--- src/rtl/uart_rx_ctrl.sv ---
// uart_rx_ctrl: sequencing controller for the UART receive datapath.
// It does four things:
//   - Generates the 16x-oversampled baud tick that drives uart_rx.
//   - Captures each completed byte, on the rising edge of rx_done_tick,
//     into a show-ahead receive FIFO.
//   - Presents the FIFO head on a valid/ready stream.
//   - Tracks overrun in a sticky flag.
// Optional feature: define UART_RX_TIMEOUT_EN to add an idle timeout
// (rx_timeout). Without it, rx_timeout is tied to 0.
module uart_rx_ctrl #(
  parameter int DIV_W         = 16,
  parameter int DEPTH         = 16,
  parameter int TIMEOUT_CHARS = 4
) (
  input  logic                       clk,
  input  logic                       rst,
  input  logic                       en,
  input  logic [DIV_W-1:0]           baud_div,
  output logic                       tick,
  input  logic                       rx_done_tick,
  input  logic [7:0]                 rx_data,
  output logic                       m_valid,
  input  logic                       m_ready,
  output logic [7:0]                 m_data,
  output logic [$clog2(DEPTH):0]     level,
  output logic                       overrun,
  input  logic                       clr_overrun,
  input  logic                       flush,
  output logic                       rx_timeout
);

  localparam int AW = $clog2(DEPTH);
  localparam int LW = AW + 1;

  logic [DIV_W-1:0] cnt;
  logic             tick_q;
  logic             done_q;
  logic             push;
  logic             pop;
  logic             full;
  logic             wr_en;
  logic             drop;
  logic [AW-1:0]    wr_ptr;
  logic [AW-1:0]    rd_ptr;
  logic [LW-1:0]    level_q;
  logic [7:0]       hold_q;
  logic             overrun_q;
  logic [7:0]       mem [DEPTH];

  // Baud divider: a live compare against baud_div, so lowering it below cnt fires on the next edge.
  always_ff @(posedge clk or posedge rst) begin
    // NOTE: sequential state uses non-blocking assignments so every register samples pre-edge values.
    if (rst) begin
      cnt    <= '0;
      tick_q <= 1'b0;
    end else if (!en) begin
      cnt    <= '0;
      tick_q <= 1'b0;
    end else if (cnt >= baud_div) begin
      cnt    <= '0;
      tick_q <= 1'b1;
    end else begin
      cnt    <= cnt + 1'b1;
      tick_q <= 1'b0;
    end
  end

  assign tick = tick_q;

  // Edge detector: rx_done_tick is a multi-cycle level, so only its rising edge is a new byte.
  always_ff @(posedge clk or posedge rst) begin
    if (rst) done_q <= 1'b0;
    else     done_q <= rx_done_tick;
  end

  assign push    = rx_done_tick & ~done_q & en;
  assign m_valid = (level_q != '0);
  assign pop     = m_valid & m_ready;
  assign full    = (level_q == LW'(DEPTH));

  // Write/drop decision: a full FIFO still accepts a byte when the head leaves in the same cycle.
  always_comb begin
    // NOTE: every always_comb output gets a default first so no path can infer a latch.
    wr_en = 1'b0;
    drop  = 1'b0;
    if (!flush && push) begin
      if (!full || pop) wr_en = 1'b1;
      else              drop  = 1'b1;
    end
  end

  // Pointer and occupancy bookkeeping; flush realigns the read side onto the write side.
  always_ff @(posedge clk or posedge rst) begin
    if (rst) begin
      wr_ptr  <= '0;
      rd_ptr  <= '0;
      level_q <= '0;
    end else if (flush) begin
      rd_ptr  <= wr_ptr;
      level_q <= '0;
    end else begin
      if (wr_en) wr_ptr <= wr_ptr + 1'b1;
      if (pop)   rd_ptr <= rd_ptr + 1'b1;
      level_q <= level_q + LW'(wr_en) - LW'(pop);
    end
  end

  // Storage array for received bytes.
  always_ff @(posedge clk) begin
    // NOTE: the storage array is not reset; occupancy tracking guarantees unwritten entries are never shown.
    if (wr_en) mem[wr_ptr] <= rx_data;
  end

  // Head register: remembers the last byte shown so m_data holds steady (and is never X) when empty.
  always_ff @(posedge clk or posedge rst) begin
    if (rst) hold_q <= '0;
    else     hold_q <= m_data;
  end

  assign m_data = m_valid ? mem[rd_ptr] : hold_q;
  assign level  = level_q;

  // Sticky overrun: a dropped byte takes priority over a simultaneous clear.
  always_ff @(posedge clk or posedge rst) begin
    if (rst)              overrun_q <= 1'b0;
    else if (drop)        overrun_q <= 1'b1;
    else if (clr_overrun) overrun_q <= 1'b0;
  end

  assign overrun = overrun_q;

`ifdef UART_RX_TIMEOUT_EN
  localparam int TO_LIMIT = TIMEOUT_CHARS * 160;
  localparam int TW       = $clog2(TO_LIMIT + 1);

  typedef enum logic {
    IDLE  = 1'b0,
    ARMED = 1'b1
  } to_state_e;

  to_state_e     state_q;
  to_state_e     state_d;
  logic [TW-1:0] to_cnt;
  logic          to_q;
  logic          activity;

  assign activity = push | pop | flush;

  // Timeout FSM state register.
  always_ff @(posedge clk or posedge rst) begin
    if (rst) state_q <= IDLE;
    else     state_q <= state_d;
  end

  // Timeout FSM next state: armed while the FIFO holds data.
  always_comb begin
    state_d = state_q;
    case (state_q)
      IDLE:    if (level_q != '0) state_d = ARMED;
      ARMED:   if (level_q == '0) state_d = IDLE;
      default: state_d = IDLE;
    endcase
  end

  // Idle counter and flag: counts ticks while armed; any FIFO activity restarts the character window.
  always_ff @(posedge clk or posedge rst) begin
    if (rst) begin
      to_cnt <= '0;
      to_q   <= 1'b0;
    end else begin
      if (activity) to_q <= 1'b0;
      else if (to_cnt == TW'(TO_LIMIT)) to_q <= 1'b1;

      if (state_q == IDLE || activity) to_cnt <= '0;
      else if (en && tick_q && to_cnt != TW'(TO_LIMIT)) to_cnt <= to_cnt + 1'b1;
    end
  end

  assign rx_timeout = to_q;
`else
  assign rx_timeout = 1'b0;
`endif

endmodule

--- config.mk ---
export PLATFORM = sky130hd
export DESIGN_NAME = uart_rx_ctrl
export DESIGN_NICKNAME = d
export VERILOG_FILES = /design/src/rtl/uart_rx_ctrl.sv
export SDC_FILE = /design/constraint.sdc
export NUM_CORES = 1
export LEC_CHECK = 0
export ABC_AREA = 1
export BUFFER_PORTS_ARGS = -buffer_cell sky130_fd_sc_hd__buf_4
export CAP_MARGIN = 20
export CORE_MARGIN = 5
export CORE_UTILIZATION = 37
export CTS_CLUSTER_SIZE = 25
export DETAILED_ROUTE_END_ITERATION = 6
export PLACE_DENSITY = 0.53
export SLEW_MARGIN = 20
export SYNTH_ARGS = -nofsm -noshare
export SYNTH_HDL_FRONTEND = slang
export SYNTH_SLANG_ARGS = --single-unit
--- constraint.sdc ---
create_clock -name clk -period 2.7 [get_ports clk]
set_input_delay 0.405 -clock clk [delete_from_list [all_inputs] [get_ports clk]]
set_output_delay 0.405 -clock clk [all_outputs]
set_load 0.1 [all_outputs]
==> metrics.md <==
| Metric | Value |
|---|---|
| Status | `complete, no violations` |
| IO Pins | `48` |
| First-pass GRT wire length | `28880 microns` |
| WL final | `18140 microns` |
| Critical Path RT | `2.30 ns` |
| Slew HR | `45.92%` |
| Yosys top cell area share | `49.20%` |
| Root buffer cell | `clkbuf_16` |
| WHS | `0.02313 ns` |
| Max Cap Viol | `0` |
| Lkg Pwr | `3.953 nW` |
| Slowest stage delay, CP | `0.43 ns` |
| Setup CP Type | `reg2out` |
| Area contributors post-synth | `edfxtp_1 (49%), dfrtp_1 (13%), nand2_1 (11%)` |
| Seq cells post-synth | `168` |
| Crit Path Max Fanout | `23` |
| Vias/cell | `4.679` |
| Worst path slowest cell | `dfrtp_2` |
| Port buffer count | `46` |
| Psw | `0.004519 W` |
| Worst-Margin Slew | `0.8082 ns` |
| Worst-Skew Late Latency | `0.42 ns` |
| Net count after synthesis | `845` |
| Leading register cell type out of synthesis | `edfxtp_1` |
| # rows | `53` |
| Placeable core area | `0.02089 sq mm` |
| Final Cycle Share | `97.23%` |
| Setup crit start kind | `flip-flop` |
| Residual DRC | `0` |
| Via Count | `5311` |
| Ratio of cells with drive above 1 in the final layout | `15.93%` |
| Synth Cell Area | `0.007812 sq mm` |
| Synthesized instance count | `785` |
| Ant diodes | `0` |
| WP buf/inv | `3` |
| CP endpoint kind | `output pin` |
| WP data arrival | `2.22 ns` |
| Commonest cells post-synth | `nand2_1 (239), edfxtp_1 (128), inv_1 (82)` |
| Clock slew at the register clock pins of the worst setup and hold paths | `0.06 ns` |
| Ys Warns | `0` |
| CTS H-tree depth | `4` |
| Final nets | `907` |
| Clock power share | `21.9%` |
| Avg WL per Cell | `15.99 microns` |
| Avg Cell Area, Syn | `9.952 sq um` |
| Placed Instances | `1103` |
| Die Span Y | `155.3 microns` |
| Internal power | `0.005514 W` |
| Reg power frac | `31.2%` |
| Final min period | `2.625 ns` |
| Clock buffer count from CTS | `17` |
| Post-synth ARST share | `23.81%` |
| Die footprint | `0.02412 sq mm` |
| Largest net degree at the start of global routing | `40` |
| Most common cell in the synthesized netlist | `nand2_1` |
| Sequential area share after synthesis | `62.01%` |
| Number of global-route vias before repair | `5211` |
| Sw Share | `45.04%` |
| Clk_skew | `0.006483 ns` |
| Final hold vios | `0` |
| Post-CTS setup buffers | `0` |
| Sum Neg Setup Slack | `0 ns` |
| Width of the die | `155.3 microns` |
| Fin cells | `1135` |
| Crit-path cells | `inv_4 -> buf_12 -> nand2_1 -> nand2_1 -> nand2_1 -> nand3_1 -> nand3_1 -> nand2_1 -> nand2_1 -> nand2_2 -> buf_4` |
| Fillers | `2017` |
| RSZ-0062 raised after global routing | `yes` |
| Antenna-violating nets left | `0` |
| CTS sink cnt | `168` |
| Largest area contributor in the netlist | `edfxtp_1` |
| Max frequency | `380.9 MHz` |
| Worst vdd ir | `0.0007264 V` |
| CTS tree | `built` |
| Initial antenna violation count | `0` |
| Initial DRC Count | `327` |
| Cell variety after synth | `30` |
| Congestion Overflow GR | `0` |
| Initial Util | `37.40%` |
| HPWL after DPL | `12200 microns` |
| Worst hold path type | `in2async` |
| RePlAce Congestion | `0.8557` |
| Final setup fails | `0` |
| DRT Pass-1 Iters | `5` |
| Total power | `0.01003 W` |
| Total GRT Usage | `15.66%` |
| Area Growth Syn to Fin | `17.92%` |
| Crit-path most repeated cell | `nand2_1` |
| Slew Viols, Final | `0` |
| Final Util | `44.10%` |
| Pwr Density | `1089 mW/mm^2` |
| Clock Tree Buf Depth | `2` |
| Logic pwr share | `46.9%` |
| Kind of cell adding the most delay to the critical path | `simple AND/OR/NAND/NOR gates` |
| EDFF count, synth | `128` |
[routing by layer]
layer,vias up,part of all wire (%),wire length [microns],global-route usage [%]
met5,-,0,0,0
met4,0,0.89,162,4.210
met3,9,3.6,662,3.255
met2,88,50,9119,26.22
met1,2534,45,8198,20.80
li1,2680,-,-,-
[layout make-up]
cell class / instances / area, sq um / area share, %
Sequential cell: 168 / 4856 / 52.71
Timing Repair Buffer: 72 / 623.1 / 6.764
Clock inverter: 12 / 78.83 / 0.8556
Tap cell: 275 / 344.1 / 3.735
Multi-Input combinational cell: 502 / 2520 / 27.35
Clock buffer: 20 / 456.7 / 4.957
Inverter: 86 / 334.1 / 3.626
[registers in the layout, summed over array words and instances, names as in the netlist]
register	count
mem	128
level	5
wr_ptr	4
hold_q	8
cnt	16
tick	1
rd_ptr	4
overrun	1
done_q	1
[per-stage QoR]
step / instance area [sq um] / worst slack (ns)
after floorplan: 7846 / 0.03249
after global placement: 8600 / 0.1271
after detailed placement: 8601 / 0.04642
after CTS: 9146 / 0.001565
after global routing: 9213 / -0.05319
final: 9213 / 0.07488
[path summary, 6_finish.rpt]
path	cells after the start	startpoint	endpoint	slack, ns
max	11	rd_ptr[0]$_DFFE_PP0P_	m_data[1]	0.07
min	2	rst	hold_q[5]$_DFF_PP0_	0.02
max reg2reg	15	level[2]$_DFF_PP0_	level[4]$_DFF_PP0_	0.20
min reg2reg	2	hold_q[6]$_DFF_PP0_	hold_q[6]$_DFF_PP0_	0.49
max in group asynchronous	3	rst	cnt[0]$_DFF_PP0_	2.10
min in group clk	1	rx_done_tick	done_q$_DFF_PP0_	0.10
[power by group through the flow]
stage | Combinational, W | Sequential (W) | Clock [W]
2_1_floorplan | 0.00313 | 0.00336 | 0
3_3_place_gp | 0.00452 | 0.00317 | 0
3_5_place_dp | 0.00451 | 0.00317 | 0
4_1_cts | 0.00454 | 0.00312 | 0.00225
5_1_grt | 0.00508 | 0.00315 | 0.00237
6_report | 0.00471 | 0.00313 | 0.00220
[cells by family (layout without fill, tap and decap cells)]
group	count (synthesis)	count (layout)	synth area share, %
xor gates and xnor gates	19	19	2.130
other	1	1	0.04800
and+or+nand+nor	413	413	22.05
AOI/OAI and AO/OA	40	40	2.755
DFF	168	168	62.01
adders and majority gates	29	29	4.741
buffers and inverters	115	190	6.262
[layout by cell type (no fill, tap or decap)]
cell        count
nand2_1       230
edfxtp_1      128
inv_1          80
nor2_1         80
nand3_1        73
buf_4          61
dfrtp_1        35
ha_1           28
o21ai_0        18
clkbuf_16      17
xor2_1         14
nand2_2        10
o21ai_1         9
a21oi_1         7
clkinv_2        7
xnor2_1         5
nand4_1         4
nand3_2         4
nor3_1          4
clkinv_4        4
buf_8           4
buf_6           4
nor2_2          3
clkinvlp_4      3
nor3_2          3
dfrtp_2         3
buf_12          3
nor3_4          2
inv_4           2
o21a_1          2
o221ai_1        2
clkbuf_8        2
dfrtp_4         2
inv_2           1
clkinv_1        1
a21oi_2         1
a21boi_0        1
fa_2            1
conb_1          1
clkbuf_1        1
[timing repair]
item | in CTS | in global routing
setup endpoints to repair | 8 | 9
resized for setup | 3 | 18
hold buffers | 0 | 0
pin swaps | 0 | 0
(Power assumes the default switching activity.)
